<file path="src/rtl/router_mode_sequencer.sv">
// Schedule-table driven mode/enable sequencer for a cluster of mesh routers.
// Steps through up to DEPTH entries, holding each for max(hold,1) cycles.
module router_mode_sequencer #(
  parameter int NUM_ROUTERS = 4,
  parameter int DEPTH       = 8,
  parameter int HOLD_WIDTH  = 8,
  parameter int MODE_WIDTH  = 4
) (
  input  logic                              clk,
  input  logic                              rst_n,
  input  logic                              cfg_we,
  input  logic [$clog2(DEPTH)-1:0]          cfg_addr,
  input  logic [NUM_ROUTERS*MODE_WIDTH-1:0] cfg_mode,
  input  logic [NUM_ROUTERS-1:0]            cfg_en,
  input  logic [HOLD_WIDTH-1:0]             cfg_hold,
  input  logic [$clog2(DEPTH):0]            num_entries,
  input  logic                              loop_i,
  input  logic                              start_i,
  input  logic                              abort_i,
  output logic [NUM_ROUTERS*MODE_WIDTH-1:0] router_mode_o,
  output logic [NUM_ROUTERS-1:0]            src_enable_o,
  output logic [$clog2(DEPTH)-1:0]          entry_idx_o,
  output logic                              busy_o,
  output logic                              done_o,
  output logic                              err_o
);

  localparam int AW = $clog2(DEPTH);
  localparam int CW = AW + 1;
  localparam int MW = NUM_ROUTERS * MODE_WIDTH;
  localparam logic [MODE_WIDTH-1:0] MAX_LEGAL = MODE_WIDTH'(10);

  typedef enum logic [1:0] {IDLE, RUN, DONE} state_t;

  state_t                 state;
  logic [HOLD_WIDTH-1:0]  hold_cnt;
  logic [CW-1:0]          n_lat;
  logic                   loop_lat;

  logic [MW-1:0]          mode_tab [DEPTH];
  logic [NUM_ROUTERS-1:0] en_tab   [DEPTH];
  logic [HOLD_WIDTH-1:0]  hold_tab [DEPTH];

  logic                   last_entry;
  logic [AW-1:0]          ld_idx;
  logic                   bypass;
  logic [MW-1:0]          ld_mode;
  logic [NUM_ROUTERS-1:0] ld_en_raw;
  logic [NUM_ROUTERS-1:0] ld_en;
  logic [NUM_ROUTERS-1:0] ld_ill;
  logic [HOLD_WIDTH-1:0]  ld_hold_raw;
  logic [HOLD_WIDTH-1:0]  ld_hold;
  logic [CW-1:0]          n_clamped;

  always_ff @(posedge clk) begin
    if (cfg_we && state != RUN) begin
      mode_tab[cfg_addr] <= cfg_mode;
      en_tab[cfg_addr]   <= cfg_en;
      hold_tab[cfg_addr] <= cfg_hold;
    end
  end

  always_comb begin
    last_entry = (({1'b0, entry_idx_o} + CW'(1)) == n_lat);
    ld_idx     = (state == RUN && !last_entry) ? entry_idx_o + AW'(1) : '0;
    // A write coinciding with start must be seen by the entry-0 load.
    bypass     = cfg_we && (state != RUN) && (cfg_addr == ld_idx);
    ld_mode     = bypass ? cfg_mode : mode_tab[ld_idx];
    ld_en_raw   = bypass ? cfg_en   : en_tab[ld_idx];
    ld_hold_raw = bypass ? cfg_hold : hold_tab[ld_idx];
    ld_ill = '0;
    for (int unsigned i = 0; i < NUM_ROUTERS; i++) begin
      ld_ill[i] = (ld_mode[i*MODE_WIDTH +: MODE_WIDTH] > MAX_LEGAL);
    end
    ld_en     = ld_en_raw & ~ld_ill;
    ld_hold   = (ld_hold_raw == '0) ? HOLD_WIDTH'(1) : ld_hold_raw;
    n_clamped = (num_entries > CW'(DEPTH)) ? CW'(DEPTH) : num_entries;
  end

  always_ff @(posedge clk or negedge rst_n) begin
    if (!rst_n) begin
      state         <= IDLE;
      router_mode_o <= '0;
      src_enable_o  <= '0;
      entry_idx_o   <= '0;
      busy_o        <= 1'b0;
      done_o        <= 1'b0;
      err_o         <= 1'b0;
      hold_cnt      <= '0;
      n_lat         <= '0;
      loop_lat      <= 1'b0;
    end else begin
      case (state)
        IDLE: begin
          router_mode_o <= '0;
          src_enable_o  <= '0;
          entry_idx_o   <= '0;
          busy_o        <= 1'b0;
          done_o        <= 1'b0;
          if (start_i) begin
            if (n_clamped == '0) begin
              state  <= DONE;
              done_o <= 1'b1;
            end else begin
              state         <= RUN;
              busy_o        <= 1'b1;
              n_lat         <= n_clamped;
              loop_lat      <= loop_i;
              router_mode_o <= ld_mode;
              src_enable_o  <= ld_en;
              entry_idx_o   <= ld_idx;
              hold_cnt      <= ld_hold;
              err_o         <= err_o | (|ld_ill);
            end
          end
        end
        RUN: begin
          if (abort_i) begin
            state         <= IDLE;
            busy_o        <= 1'b0;
            router_mode_o <= '0;
            src_enable_o  <= '0;
            entry_idx_o   <= '0;
          end else if (hold_cnt == HOLD_WIDTH'(1)) begin
            if (last_entry && !loop_lat) begin
              state         <= DONE;
              done_o        <= 1'b1;
              busy_o        <= 1'b0;
              router_mode_o <= '0;
              src_enable_o  <= '0;
              entry_idx_o   <= '0;
            end else begin
              // ld_idx already wraps to 0 after the last entry when looping.
              router_mode_o <= ld_mode;
              src_enable_o  <= ld_en;
              entry_idx_o   <= ld_idx;
              hold_cnt      <= ld_hold;
              err_o         <= err_o | (|ld_ill);
            end
          end else begin
            hold_cnt <= hold_cnt - HOLD_WIDTH'(1);
          end
        end
        DONE: begin
          state         <= IDLE;
          done_o        <= 1'b0;
          busy_o        <= 1'b0;
          router_mode_o <= '0;
          src_enable_o  <= '0;
          entry_idx_o   <= '0;
        end
        default: state <= IDLE;
      endcase
    end
  end

endmodule

</file>
<file path="config.mk">
export PLATFORM = sky130hd
export DESIGN_NAME = router_mode_sequencer
export DESIGN_NICKNAME = d
export VERILOG_FILES = /design/src/rtl/router_mode_sequencer.sv
export SDC_FILE = /design/constraint.sdc
export NUM_CORES = 1
export LEC_CHECK = 0
export BUFFER_PORTS_ARGS = -buffer_cell sky130_fd_sc_hd__buf_2
export CAP_MARGIN = 20
export CELL_PAD_IN_SITES_DETAIL_PLACEMENT = 0
export CELL_PAD_IN_SITES_GLOBAL_PLACEMENT = 1
export CORE_MARGIN = 2
export CORE_UTILIZATION = 46
export CTS_BUF_LIST = sky130_fd_sc_hd__clkbuf_16
export CTS_CLUSTER_DIAMETER = 50
export DETAILED_ROUTE_END_ITERATION = 7
export PLACE_DENSITY = 0.85
export SYNTH_ARGS = -nofsm -noshare
export SYNTH_HDL_FRONTEND = slang
export SYNTH_SLANG_ARGS = --single-unit
export TNS_END_PERCENT = 1
</file>
<file path="constraint.sdc">
create_clock -name clk -period 3.59 [get_ports clk]
set_clock_uncertainty 0.1 [all_clocks]
set_input_delay 0.1795 -clock clk [delete_from_list [all_inputs] [get_ports clk]]
set_output_delay 0.1795 -clock clk [all_outputs]
set_load 0.01 [all_outputs]
</file>
# Word level (Yosys, flattened, before mapping)
# Memory sizes are Yosys's and may differ from the RTL's.
# Index checks and enable logic that the tools add are counted.
# word_totals
register_bits	41
ramBits	224
out_inout_bits	26
mem_count	3
# classes
add_sub_neg	3
magnitude_cmp	5
n_eq_ne	15
n_mux	56
bitwise_logic	4
reduce_logical	19
# mem_list
name	words	width	rd	rd_ports_with_merged_regs	write_ports	line	text
mode_tab	8	16	1	0	1	40	logic [MW-1:0] mode_tab [DEPTH];
hold_tab	8	8	1	0	1	42	logic [HOLD_WIDTH-1:0] hold_tab [DEPTH];
en_tab	8	4	1	0	1	41	logic [NUM_ROUTERS-1:0] en_tab [DEPTH];
# ops
operator	count
16-bit two-way mux	6
8-bit two-way mux	7
16-bit case mux with 3 select lines	1
4-bit two-way mux	7
4-bit greater-than comparator, second input constant	5
3-bit two-way mux	6
1-bit two-way mux	17
8-bit case mux with 2 select lines	1
4-bit case mux with 3 select lines	1
2-bit two-way mux	5
3-bit case mux with 3 select lines	1
3-bit AND reduction	3
8-bit by 1-bit equality test with 1-bit output, second input constant	1
8-bit zero test	1
2-bit inequality test, second input constant	4
8-bit by 1-bit subtractor with 8-bit output, second input constant	1
2-bit by 1-bit inequality test with 1-bit output, second input constant	3
3-bit by 2-bit inequality test with 1-bit output, second input constant	2
1-bit case mux with 3 select lines	2
6-bit AND reduction	1
5-bit AND reduction	1
3-bit by 1-bit adder with 4-bit output, second input constant	1
4-bit AND	1
4-bit equality test	1
other kinds (19)	23

# Logic depth before layout (Yosys ltp)
# logic_depth
ltp_word	15
depth_mapped	15
depth_no_buf	11

# Worst setup path after synthesis
# OpenSTA, ideal clock, no wires.
# synth_path
path_type	reg-to-reg
start	register state[0]
end	memory en_tab[6][0] (enable)
setup_ps	454
arrival_ps	3283
path_slack_ps	-247
stages_incl_launch_ff	6
n_path_buf	2
period_less_slack_ps	3837
path_cell_list	dfrtp_1 > ha_1 > clkbuf_1 > clkbuf_1 > nand3b_1 > nor3b_1
# synth_between
elab_chain_cells	4
# synth_lines
element	line	text
start: declaration	35	state_t state;
start signal: assignment	82	state <= IDLE;
start signal: assignment	102	state <= DONE;
start signal: assignment	105	state <= RUN;
2-bit by 1-bit inequality test with 1-bit output	56	if (cfg_we && state != RUN) begin
1-bit logical AND	56	
1-bit two-way mux	56	
1-bit two-way mux (implied by the code)	58	en_tab[cfg_addr] <= cfg_en;
end: declaration	41	
# Every way passes these cells.

# Final worst setup path
# layout_path
start	register state[1]
end	register hold_cnt[0]
# layout_between
elab_chain_cells	12
elab_cells_between_ends	24
# layout_lines
element	line	text
parallel branches: the longest is 12 deep, another holds memory 8 x 8 bit	-	
end signal: assignment	112	hold_cnt <= ld_hold;
end signal: assignment	137	hold_cnt <= ld_hold;
end signal: assignment	141	hold_cnt <= hold_cnt - HOLD_WIDTH'(1);
end: declaration	36	logic [HOLD_WIDTH-1:0] hold_cnt;
# Several ways; the timed one is not identified. The select of a mux whose other input is x is not followed.
# A chain may end at the register's enable or synchronous reset.

==> results.tsv <==
metric	value	unit
die area	0.0253	sq mm
placer congestion estimate	0.878	
Residual DRC	0	
via/cell ratio	5.93	
total track usage	22.9	%
crit path DAT	3.74	ns
sequential share of the synthesized area	70.1	%
Filler cells	1901	
row cnt	56	
Top cell by count, worst path	buf_4	
Yosys top cell by area	edfxtp_1	
Port Buffer Count	66	
routed wire length	28900	microns
Setup Viol. Count Final	0	
Tcrit/Tclk final	94.2	%
# IOs	67	
CTS root buffer	clkbuf_16	
max_cap viols	0	
Slew headroom	50.9	%
# diodes	0	
Min-Delay Path Class	in2reg	
critical path cell sequence	inv_1 -> ha_1 -> buf_4 -> nand2b_1 -> o21bai_1 -> o22ai_4 -> buf_4 -> and3_1 -> a211oi_1 -> a221o_1 -> a2111oi_2 -> a31oi_1 -> o31ai_2	
Avg Inst Size Synth	14.3	sq um
H-tree Lvls	1	
mapped cell area	0.0111	sq mm
largest net degree at the start of global routing	42	
Syn Nets	822	
run status	finished, final reports clean	
Slew Viols, Final	0	
Detail Route Antenna Nets	0	
initial DRC count	815	
VDD IR max	0.419	mV
P_leak	4.89	nW
Max clock buf depth	3	
Max Freq	296	MHz
Synth top area share	60.8	%
library cells used by synthesis	68	
GR Overflow Total	0	
Synth Instances	775	
die width	159	microns
placed instance area	0.0120	sq mm
CTS Sinks	265	
Final min period	3.38	ns
kind of critical path	reg2reg	
total CTS buffers	29	
unrepaired setup endpoints after global routing	false	
Via Count	7435	
Final Hold Viols	0	
drt first pass iters	5	
clock slew at reported path FFs	0.06	ns
layout cells sized above 1	21.1	%
Slew @ Worst Pin	0.731	ns
DP Worst Slack	0.0978	ns
PwrDens	701	mW/mm^2
slowest cell delay on critical path	0.39	ns
CP Capture Type	flip-flop	
final instance area	0.0134	sq mm
vias in the first global route	7377	
Clock Latency Late Sink	0.57	ns
first-pass GRT wire length	44400	microns
nets	959	
initial antenna violation count	0	
Setup TNS	0	ns
post-DP HPWL	17300	microns
Post-synth EDFFs	224	
final core utilization	56.7	%
largest fanout on the critical path	17	
#FFs+latches synth	265	
Area contributors post-synth	edfxtp_1 61%, dfrtp_1 9.3%, nand2_1 3.6%	
Setup crit start kind	flip-flop	
CP required	3.95	ns
P&R area growth vs syn	20.7	%
initial core utilization	47.0	%
CTS tree	built	
drt wl/cell	23.1	microns
ys async rst share	15.5	%
final worst-path setup slack	0.207	ns
Top FF cell, synth	edfxtp_1	
die height	159	microns
Synthesis Warnings	0	
CORE AREA	0.0235	sq mm
slowest stage cell, crit path	dfrtp_1	
[registers in the layout, indices dropped and copies added, names as in the netlist]
name,flops
err_o,1
entry_idx_o,3
en_tab,32
state,2
n_lat,4
loop_lat,1
router_mode_o,16
hold_tab,64
busy_o,1
src_enable_o,4
hold_cnt,8
mode_tab,128
done_o,1
[power breakdown]
group / leakage, nW / internal [mW] / switching (mW)
registers: 2.55 / 3.63 / 0.198
logic: 1.87 / 1.04 / 1.65
clock network: 0.465 / 1.63 / 1.23
total: 4.89 / 6.29 / 3.07
[path summary, 6_finish.rpt]
| path | from | end | slack, ns | cells after the start |
|---|---|---|---|---|
| worst min-delay path | cfg_addr[0] | mode_tab[4][9]$_DFFE_PP_ | 0.24 | 3 |
| worst max register to register | state[1]$_DFFE_PN0P_ | hold_cnt[0]$_DFFE_PN0P_ | 0.21 | 13 |
| min in group asynchronous | rst_n | n_lat[2]$_DFFE_PN0P_ | 0.47 | 3 |
| worst min register to register | router_mode_o[11]$_DFFE_PN0P_ | router_mode_o[11]$_DFFE_PN0P_ | 0.39 | 2 |
| worst max-delay path | state[1]$_DFFE_PN0P_ | hold_cnt[0]$_DFFE_PN0P_ | 0.21 | 13 |
| max in group asynchronous | rst_n | router_mode_o[6]$_DFFE_PN0P_ | 2.43 | 4 |
[synthesized netlist by cell type (3+ instances only)]
master and number:
mux4_2 4, a211oi_1 6, and3_1 3, o21ai_0 28, ha_1 6, mux2i_1 32, o31ai_1 8, a31oi_1 18
a22o_1 12, nor3b_1 4, o211ai_1 6, nor3_1 10, a221oi_1 11, nand2_1 105, dfrtp_1 41, a221o_1 8
buf_4 5, edfxtp_1 224, o22ai_1 9, o22a_1 6, nand2b_1 5, nand3_1 21, mux2_2 19, buf_6 3
and2_1 4, clkbuf_1 23, a21oi_1 26, buf_2 10, o221ai_1 10, buf_1 4, a222oi_1 3, nor2_1 37
o211a_1 5, inv_1 11
[stage by stage]
stage          std cells  hold WS, ns  power [mW]
6_report            1254        0.245        9.37
3_3_place_gp        1156        0.313        6.40
4_1_cts             1251        0.239        9.32
5_1_grt             1254        0.264        9.75
3_5_place_dp        1156        0.321        6.44
2_1_floorplan        775       -0.216        5.46
[metal layers]
layer	wire length, microns	up-vias	global-route usage (%)	part of all wire [%]
li1	-	3304	-	-
met1	11800	3697	31.5	41
met2	13900	367	37.4	48
met3	2270	67	3.88	7.9
met4	928	0	7.27	3.2
met5	0	-	0	0
[timing repair]
item	in CTS	in global routing
hold buffers	41	1
endpoints found under the hold margin	275	7
buffers inserted	0	1
setup endpoints to repair	0	2
resized for setup	0	6
[area by class of cell]
cell class	instances	area [sq um]	share of cell area (%)
multi-input combinational	454	3130	23.4
clock buffer	29	726	5.43
clock inverter	25	196	1.47
timing repair buffer	151	1110	8.35
tap	319	399	2.99
sequential	265	7750	58.0
inverter	11	41.3	0.309
[cell usage in the layout, fill, tap and decap left out, types with 19 or more instances in the layout]
cell type / n
nand2_1: 105
dlygate4sd3_1: 42
nor2_1: 34
clkbuf_16: 29
nand3_1: 21
mux2i_1: 32
edfxtp_1: 224
a21oi_1: 26
o21ai_0: 27
buf_4: 39
mux2_2: 19
buf_2: 66
dfrtp_1: 40
[cells by family (layout without fill, tap and decap cells)]
logic type,Yosys count,in the layout,share of synthesized area (%)
buffers and inverters,56,216,2.39
xor gates and xnor gates,5,5,0.532
muxes,56,56,5.88
adders and majority gates,6,6,0.678
AOI/OAI and AO/OA,187,187,12.6
and+or+nand+nor,200,200,7.89
DFF,265,265,70.1
[worst max-delay path, delay by kind of cell, from the launching register on]
| kind | cells | cell delay (ns) |
|---|---|---|
| compound gates | 7 | 1.59 |
| fa+ha+maj | 1 | 0.21 |
| buf+inv | 3 | 0.69 |
| flops | 1 | 0.39 |
| simple gates | 2 | 0.31 |
Note: power is estimated with default switching activity, not from simulation.
